**config.mk**
```make
export PLATFORM = sky130hd
export DESIGN_NAME = sdram_arbiter_flat
export DESIGN_NICKNAME = d
export VERILOG_FILES = /design/src/rtl/sdram_arbiter_if.sv /design/src/rtl/sdram_arbiter.sv /design/src/flat_wrapper.sv
export SDC_FILE = /design/constraint.sdc
export NUM_CORES = 1
export LEC_CHECK = 0
export BUFFER_PORTS_ARGS = -buffer_cell sky130_fd_sc_hd__buf_2
export CORE_MARGIN = 4
export CORE_UTILIZATION = 41
export CTS_CLUSTER_SIZE = 20
export DETAILED_ROUTE_END_ITERATION = 7
export PLACE_DENSITY = 0.85
export SLEW_MARGIN = 20
export SYNTH_ARGS = -nofsm -noshare
export SYNTH_HDL_FRONTEND = slang
export SYNTH_SLANG_ARGS = --single-unit
```
**constraint.sdc**
```tcl
create_clock -name clk -period 1.95 [get_ports clk]
set_input_delay 0.39 -clock clk [delete_from_list [all_inputs] [get_ports clk]]
set_output_delay 0.39 -clock clk [all_outputs]
set_load 0.05 [all_outputs]
```
**src/rtl/sdram_arbiter_if.sv**
```systemverilog
// Requester and controller signals of the two-port SDRAM arbiter.
// slave is the arbiter's view; master is the requesters-plus-controller view.
interface sdram_arbiter_if #(
    parameter int SD_ADDR_WIDTH = 25,
    parameter int SD_DATA_WIDTH = 8
);
    logic [SD_ADDR_WIDTH-1:0] p0_addr;
    logic [SD_ADDR_WIDTH-1:0] p1_addr;
    logic [SD_DATA_WIDTH-1:0] p0_wr_data;
    logic [SD_DATA_WIDTH-1:0] p1_wr_data;
    logic                     p0_wr_enable;
    logic                     p1_wr_enable;
    logic                     p0_rd_enable;
    logic                     p1_rd_enable;
    logic                     p0_ack;
    logic                     p1_ack;
    logic [SD_DATA_WIDTH-1:0] p0_rd_data;
    logic [SD_DATA_WIDTH-1:0] p1_rd_data;
    logic                     p0_rd_ready;
    logic                     p1_rd_ready;
    logic                     p0_busy;
    logic                     p1_busy;

    logic [SD_ADDR_WIDTH-1:0] sd_addr;
    logic [SD_DATA_WIDTH-1:0] sd_wr_data;
    logic                     sd_wr_enable;
    logic                     sd_rd_enable;
    logic [SD_DATA_WIDTH-1:0] sd_rd_data;
    logic                     sd_rd_ready;
    logic                     sd_busy;
    logic                     sd_ack;

    modport slave (
        input  p0_addr, p1_addr, p0_wr_data, p1_wr_data,
               p0_wr_enable, p1_wr_enable, p0_rd_enable, p1_rd_enable,
               sd_rd_data, sd_rd_ready, sd_busy, sd_ack,
        output p0_ack, p1_ack, p0_rd_data, p1_rd_data,
               p0_rd_ready, p1_rd_ready, p0_busy, p1_busy,
               sd_addr, sd_wr_data, sd_wr_enable, sd_rd_enable
    );

    modport master (
        output p0_addr, p1_addr, p0_wr_data, p1_wr_data,
               p0_wr_enable, p1_wr_enable, p0_rd_enable, p1_rd_enable,
               sd_rd_data, sd_rd_ready, sd_busy, sd_ack,
        input  p0_ack, p1_ack, p0_rd_data, p1_rd_data,
               p0_rd_ready, p1_rd_ready, p0_busy, p1_busy,
               sd_addr, sd_wr_data, sd_wr_enable, sd_rd_enable
    );
endinterface

```
**src/rtl/sdram_arbiter.sv**
```systemverilog
// Two-port arbiter for one sdram_controller: one command in flight, ack/read data routed to the owner only.
// Grant 1 cycle after request, enables held until pN_ack; SDRAM_ARB_FIXED_PRIO_EN gives port 0 strict priority.
module sdram_arbiter #(
    parameter int SD_ADDR_WIDTH = 25,
    parameter int SD_DATA_WIDTH = 8
) (
    input  logic           clk,
    input  logic           rst,
    sdram_arbiter_if.slave bus
);
    typedef enum logic [1:0] {IDLE, ISSUE, WAIT_RD, DRAIN} state_t;

    state_t                   state, state_nxt;
    logic                     owner, owner_nxt;
    logic                     is_rd, is_rd_nxt;
    logic                     last_grant, last_grant_nxt;
    logic [SD_ADDR_WIDTH-1:0] addr_q, addr_nxt;
    logic [SD_DATA_WIDTH-1:0] wdat_q, wdat_nxt;
    logic                     wr_en_q, wr_en_nxt;
    logic                     rd_en_q, rd_en_nxt;
    logic [1:0]               ack_q, ack_nxt;
    logic [1:0]               rdy_q, rdy_nxt;
    logic [1:0]               busy_q, busy_nxt;
    logic [SD_DATA_WIDTH-1:0] rdat0_q, rdat0_nxt;
    logic [SD_DATA_WIDTH-1:0] rdat1_q, rdat1_nxt;

    logic req0, req1, gnt, gnt_wr;

    assign req0 = bus.p0_wr_enable | bus.p0_rd_enable;
    assign req1 = bus.p1_wr_enable | bus.p1_rd_enable;

    always_comb begin : arbitration
`ifdef SDRAM_ARB_FIXED_PRIO_EN
        gnt = ~req0;
`else
        gnt = (req0 & req1) ? ~last_grant : req1;
`endif
        // A port raising both enables gets a write; its ack retires both.
        gnt_wr = gnt ? bus.p1_wr_enable : bus.p0_wr_enable;
    end

    always_comb begin : next_state
        state_nxt      = state;
        owner_nxt      = owner;
        is_rd_nxt      = is_rd;
        last_grant_nxt = last_grant;
        addr_nxt       = addr_q;
        wdat_nxt       = wdat_q;
        wr_en_nxt      = wr_en_q;
        rd_en_nxt      = rd_en_q;
        ack_nxt        = 2'b00;
        rdy_nxt        = 2'b00;
        busy_nxt       = busy_q;
        rdat0_nxt      = rdat0_q;
        rdat1_nxt      = rdat1_q;
        case (state)
            IDLE: begin
                if (req0 | req1) begin
                    owner_nxt      = gnt;
                    last_grant_nxt = gnt;
                    addr_nxt       = gnt ? bus.p1_addr : bus.p0_addr;
                    wdat_nxt       = gnt ? bus.p1_wr_data : bus.p0_wr_data;
                    wr_en_nxt      = gnt_wr;
                    rd_en_nxt      = ~gnt_wr;
                    is_rd_nxt      = ~gnt_wr;
                    busy_nxt[gnt]  = 1'b1;
                    state_nxt      = ISSUE;
                end
            end
            ISSUE: begin
                if (bus.sd_ack) begin
                    wr_en_nxt      = 1'b0;
                    rd_en_nxt      = 1'b0;
                    ack_nxt[owner] = 1'b1;
                    state_nxt      = is_rd ? WAIT_RD : DRAIN;
                end
            end
            WAIT_RD: begin
                if (bus.sd_rd_ready) begin
                    if (owner) rdat1_nxt = bus.sd_rd_data;
                    else       rdat0_nxt = bus.sd_rd_data;
                    rdy_nxt[owner] = 1'b1;
                    state_nxt      = DRAIN;
                end
            end
            DRAIN: begin
                // Returning to IDLE here forces a one-cycle gap before the next grant.
                if (!bus.sd_busy) begin
                    busy_nxt  = 2'b00;
                    state_nxt = IDLE;
                end
            end
            default: state_nxt = IDLE;
        endcase
    end

    always_ff @(posedge clk or posedge rst) begin
        if (rst) begin
            state      <= IDLE;
            owner      <= 1'b0;
            is_rd      <= 1'b0;
            last_grant <= 1'b1;
            addr_q     <= '0;
            wdat_q     <= '0;
            wr_en_q    <= 1'b0;
            rd_en_q    <= 1'b0;
            ack_q      <= 2'b00;
            rdy_q      <= 2'b00;
            busy_q     <= 2'b00;
            rdat0_q    <= '0;
            rdat1_q    <= '0;
        end else begin
            state      <= state_nxt;
            owner      <= owner_nxt;
            is_rd      <= is_rd_nxt;
            last_grant <= last_grant_nxt;
            addr_q     <= addr_nxt;
            wdat_q     <= wdat_nxt;
            wr_en_q    <= wr_en_nxt;
            rd_en_q    <= rd_en_nxt;
            ack_q      <= ack_nxt;
            rdy_q      <= rdy_nxt;
            busy_q     <= busy_nxt;
            rdat0_q    <= rdat0_nxt;
            rdat1_q    <= rdat1_nxt;
        end
    end

    assign bus.sd_addr      = addr_q;
    assign bus.sd_wr_data   = wdat_q;
    assign bus.sd_wr_enable = wr_en_q;
    assign bus.sd_rd_enable = rd_en_q;
    assign bus.p0_ack       = ack_q[0];
    assign bus.p1_ack       = ack_q[1];
    assign bus.p0_rd_ready  = rdy_q[0];
    assign bus.p1_rd_ready  = rdy_q[1];
    assign bus.p0_busy      = busy_q[0];
    assign bus.p1_busy      = busy_q[1];
    assign bus.p0_rd_data   = rdat0_q;
    assign bus.p1_rd_data   = rdat1_q;
endmodule

```
**src/flat_wrapper.sv**
```systemverilog
// flat-port wrapper written by rule: the top's interface ports become plain ports
module sdram_arbiter_flat 
#(
    parameter int SD_ADDR_WIDTH = 25,
    parameter int SD_DATA_WIDTH = 8
)
  (clk, rst, bus_p0_addr, bus_p1_addr, bus_p0_wr_data, bus_p1_wr_data, bus_p0_wr_enable, bus_p1_wr_enable, bus_p0_rd_enable, bus_p1_rd_enable, bus_sd_rd_data, bus_sd_rd_ready, bus_sd_busy, bus_sd_ack, bus_p0_ack, bus_p1_ack, bus_p0_rd_data, bus_p1_rd_data, bus_p0_rd_ready, bus_p1_rd_ready, bus_p0_busy, bus_p1_busy, bus_sd_addr, bus_sd_wr_data, bus_sd_wr_enable, bus_sd_rd_enable);
  sdram_arbiter_if #(.SD_ADDR_WIDTH(SD_ADDR_WIDTH), .SD_DATA_WIDTH(SD_DATA_WIDTH)) bus_i ();
  input  logic clk;
  input  logic rst;
  input wire logic [$bits(bus_i.p0_addr)-1:0] bus_p0_addr;
  input wire logic [$bits(bus_i.p1_addr)-1:0] bus_p1_addr;
  input wire logic [$bits(bus_i.p0_wr_data)-1:0] bus_p0_wr_data;
  input wire logic [$bits(bus_i.p1_wr_data)-1:0] bus_p1_wr_data;
  input wire logic [$bits(bus_i.p0_wr_enable)-1:0] bus_p0_wr_enable;
  input wire logic [$bits(bus_i.p1_wr_enable)-1:0] bus_p1_wr_enable;
  input wire logic [$bits(bus_i.p0_rd_enable)-1:0] bus_p0_rd_enable;
  input wire logic [$bits(bus_i.p1_rd_enable)-1:0] bus_p1_rd_enable;
  input wire logic [$bits(bus_i.sd_rd_data)-1:0] bus_sd_rd_data;
  input wire logic [$bits(bus_i.sd_rd_ready)-1:0] bus_sd_rd_ready;
  input wire logic [$bits(bus_i.sd_busy)-1:0] bus_sd_busy;
  input wire logic [$bits(bus_i.sd_ack)-1:0] bus_sd_ack;
  output wire logic [$bits(bus_i.p0_ack)-1:0] bus_p0_ack;
  output wire logic [$bits(bus_i.p1_ack)-1:0] bus_p1_ack;
  output wire logic [$bits(bus_i.p0_rd_data)-1:0] bus_p0_rd_data;
  output wire logic [$bits(bus_i.p1_rd_data)-1:0] bus_p1_rd_data;
  output wire logic [$bits(bus_i.p0_rd_ready)-1:0] bus_p0_rd_ready;
  output wire logic [$bits(bus_i.p1_rd_ready)-1:0] bus_p1_rd_ready;
  output wire logic [$bits(bus_i.p0_busy)-1:0] bus_p0_busy;
  output wire logic [$bits(bus_i.p1_busy)-1:0] bus_p1_busy;
  output wire logic [$bits(bus_i.sd_addr)-1:0] bus_sd_addr;
  output wire logic [$bits(bus_i.sd_wr_data)-1:0] bus_sd_wr_data;
  output wire logic [$bits(bus_i.sd_wr_enable)-1:0] bus_sd_wr_enable;
  output wire logic [$bits(bus_i.sd_rd_enable)-1:0] bus_sd_rd_enable;
  assign bus_i.p0_addr = bus_p0_addr;
  assign bus_i.p1_addr = bus_p1_addr;
  assign bus_i.p0_wr_data = bus_p0_wr_data;
  assign bus_i.p1_wr_data = bus_p1_wr_data;
  assign bus_i.p0_wr_enable = bus_p0_wr_enable;
  assign bus_i.p1_wr_enable = bus_p1_wr_enable;
  assign bus_i.p0_rd_enable = bus_p0_rd_enable;
  assign bus_i.p1_rd_enable = bus_p1_rd_enable;
  assign bus_i.sd_rd_data = bus_sd_rd_data;
  assign bus_i.sd_rd_ready = bus_sd_rd_ready;
  assign bus_i.sd_busy = bus_sd_busy;
  assign bus_i.sd_ack = bus_sd_ack;
  assign bus_p0_ack = bus_i.p0_ack;
  assign bus_p1_ack = bus_i.p1_ack;
  assign bus_p0_rd_data = bus_i.p0_rd_data;
  assign bus_p1_rd_data = bus_i.p1_rd_data;
  assign bus_p0_rd_ready = bus_i.p0_rd_ready;
  assign bus_p1_rd_ready = bus_i.p1_rd_ready;
  assign bus_p0_busy = bus_i.p0_busy;
  assign bus_p1_busy = bus_i.p1_busy;
  assign bus_sd_addr = bus_i.sd_addr;
  assign bus_sd_wr_data = bus_i.sd_wr_data;
  assign bus_sd_wr_enable = bus_i.sd_wr_enable;
  assign bus_sd_rd_enable = bus_i.sd_rd_enable;
  sdram_arbiter #(.SD_ADDR_WIDTH(SD_ADDR_WIDTH), .SD_DATA_WIDTH(SD_DATA_WIDTH)) u_core (.clk(clk), .rst(rst), .bus(bus_i));
endmodule
```
==> flow_metrics.tcl <==
set metrics [dict create \
    status "completed" \
    drv_slew 0 \
    ios 140 \
    worst_slew_pin_slew_ns 0.705 \
    period_share 0.863 \
    die_w_um 91.0 \
    ctsResizeCount 0 \
    clk_pin_slew_ns 0.07 \
    fin_cells 480 \
    synth_cells 255 \
    syn_area_um2 2820 \
    path_cells "inv_1 -> ha_1 -> nand2_1 -> o211ai_1 -> mux2_2" \
    rsz0062_at_grt "no" \
    setup_violations 0 \
    gp_congestion 0.763 \
    rows 29 \
    syn_avg_cell_area_um2 11.1 \
    required_ns 2.16 \
    timing.fmax_mhz 594 \
    cap_viol_max_count 0 \
    layout-drive-gt1-share 0.432 \
    min_path_type "input pin to asynchronous set/reset pin" \
    diodes 0 \
    endpoint_kind "flip-flop" \
    clock_skew_ns 0.00726 \
    antenna_found_initial 0 \
    drt_first_iter_violations 60 \
    cts_buffer_depth 2 \
    cts_setup_buffers 0 \
    max_stage_delay_ns 0.44 \
    clk_latency_ns 0.33 \
    grt_start_max_net_pins 42 \
    grt_pass1_wl_mm 11.9 \
    drt-total-wl_mm 6.97 \
    crit_slowest_cell "dfrtp_1" \
    grt_pass1_vias 2505 \
    nNetsFinal 488 \
    cp_max_fo 7 \
    syn_to_final_growth_pct 34.8 \
    hold_viol 0 \
    ir_worst_vdd_v 0.00101 \
    clock_sinks 62 \
    path_buf_inv 1 \
    ys_seq_area_frac 0.550 \
    fp.dieH_um 91.0 \
    htree_num_levels 3 \
    track_usage 0.177 \
    first_pass_iters 4 \
    relSlewSlack 0.528 \
    rr_startpoint "u_core.state[0]" \
    critPathKind "flip-flop to flip-flop" \
    critical_path.top_delay_family "flip-flops" \
    cts_buffers 9 \
    hold_buffers 0 \
    initial_core_util 0.432 \
    cts_root_buf "clkbuf_8" \
    wire_per_inst_um 14.5 \
    ys_warn_count 0 \
    vias_per_cell 4.85 \
    syn_nets 344 \
    drcViolationCount 0 \
    period_needed_ns 1.68 \
    grt.overflow.total 0 \
    core_um2 6530 \
    arrival_ns 1.89 \
    powerDensity_nw_per_um2 1970 \
    dp_cells 465 \
    crit_path_start "u_core.state[0]" \
    dieArea_um2 8280 \
    ys_seq_elements 62 \
    fillers 599 \
    num_vias 2330 \
    synth_cell_types 29 \
    p_leak_nw 2.08 \
    tritoncts "built" \
    startpoint_type "flip-flop" \
    ant_nets 0 \
    setup_tns_ns 0 \
    dp_hpwl_mm 5.49 \
    io_buffers 139 \
]
==> final timing paths <==
check,endpoint,slack (ns),cells after the start
hold reg to reg,u_core.bus.p0_rd_data[1],0.48,2
setup reg to reg,u_core.bus.sd_rd_enable,0.27,5
min in group clk,u_core.bus.p0_rd_data[3],0.26,3
setup / recovery,u_core.bus.sd_rd_enable,0.27,5
max in group asynchronous,u_core.last_grant,1.57,3
hold / removal,u_core.bus.sd_addr[11],0.1,3
==> power breakdown <==
part | switching [mW] | internal, mW
sequential | 0.329 | 1.90
combinational | 3.04 | 1.15
clock | 0.474 | 0.614
total | 3.85 | 3.66
==> worst register-to-register path: cells and delay by family (launching register included) <==
kind,cells,cell delay (ns)
flip-flops,1,0.44
multiplexers,1,0.36
adder cells (fa/ha/maj),1,0.32
buffers and inverters,1,0.15
AND/OR/NAND/NOR,1,0.15
AO/OA/AOI/OAI,1,0.15
==> cell families after synthesis <==
group	after synthesis	share of synthesized area
DFF	62	0.550
AOI/OAI and AO/OA	50	0.105
and+or+nand+nor	77	0.117
buffers and inverters	17	0.0448
adders and majority gates	6	0.0266
muxes	43	0.157
==> through the flow <==
stage	total power, mW	cell area (um^2)	util	setup WS [ns]	hold WS [ns]
2_1_floorplan	5.50	2820	-	0.0203	0.447
3_3_place_gp	6.34	3620	0.554	0.178	0.439
3_5_place_dp	6.49	3620	0.554	0.0998	0.449
4_1_cts	7.59	3800	0.583	0.265	0.0870
5_1_grt	7.98	3800	0.583	0.140	0.0942
6_report	7.51	3800	0.583	0.268	0.0956
==> layout by cell type (no fill, tap or decap), types with 2 or more instances in the layout <==
master | Yosys | final
nand2b_1 | 4 | 3
a22o_1 | 5 | 5
nor2_1 | 4 | 4
inv_1 | 4 | 3
clkinv_2 | 0 | 2
clkbuf_8 | 0 | 10
o21ai_0 | 29 | 28
o21a_1 | 2 | 2
o21ai_1 | 8 | 8
mux2_2 | 10 | 10
mux2i_1 | 33 | 33
buf_12 | 0 | 4
ha_1 | 6 | 6
buf_4 | 4 | 2
buf_2 | 0 | 139
dfrtp_1 | 61 | 61
nand2_1 | 63 | 63
==> layout make-up <==
type	instances	area [um^2]	area share
inverter	5	18.8	0.00493
sequential	62	1550	0.408
timing repair buffer	145	791	0.208
clock inverter	4	47.5	0.0125
tap	77	96.3	0.0253
clock buffer	11	141	0.0372
multi-input combinational	176	1160	0.304
==> registers in the layout, indices dropped and copies added (netlist names) <==
| name | cells |
|---|---|
| u_core.bus.sd_wr_enable | 1 |
| u_core.rdy_q | 2 |
| u_core.state | 2 |
| u_core.bus.p0_rd_data | 8 |
| u_core.bus.sd_wr_data | 8 |
| u_core.ack_q | 2 |
| u_core.last_grant | 1 |
| u_core.bus.sd_addr | 25 |
| u_core.owner | 1 |
| u_core.busy_q | 2 |
| u_core.is_rd | 1 |
| u_core.bus.p1_rd_data | 8 |
| u_core.bus.sd_rd_enable | 1 |
==> Yosys cell counts, drive strengths merged <==
cell type / number / share of area
clkbuf: 2 / 0.0035
nand4: 1 / 0.0022
mux2i: 33 / 0.12
dfrtp: 61 / 0.54
o31ai: 1 / 0.0027
nor2: 4 / 0.0053
o21a: 2 / 0.0053
a22o: 5 / 0.016
o211ai: 1 / 0.0027
inv: 4 / 0.0053
nand2: 63 / 0.084
and3: 1 / 0.0022
a21boi: 1 / 0.0027
nand3: 1 / 0.0018
clkinv: 1 / 0.0013
ha: 6 / 0.027
nor4: 1 / 0.0075
nand3b: 1 / 0.0027
dfstp: 1 / 0.0093
o41a: 1 / 0.0040
buf: 10 / 0.035
a2bb2oi: 1 / 0.0031
nor2b: 1 / 0.0022
o21ai: 37 / 0.066
a41o: 1 / 0.0035
nand2b: 4 / 0.0089
mux2: 10 / 0.040
==> routing by layer <==
metal	vias to the layer above	GRT usage	share of wire
met5	-	0	0
met4	0	0.0779	0.018
met3	10	0.0380	0.052
met2	69	0.311	0.52
met1	1092	0.208	0.41
li1	1159	-	-
(Power assumes the default switching activity.)
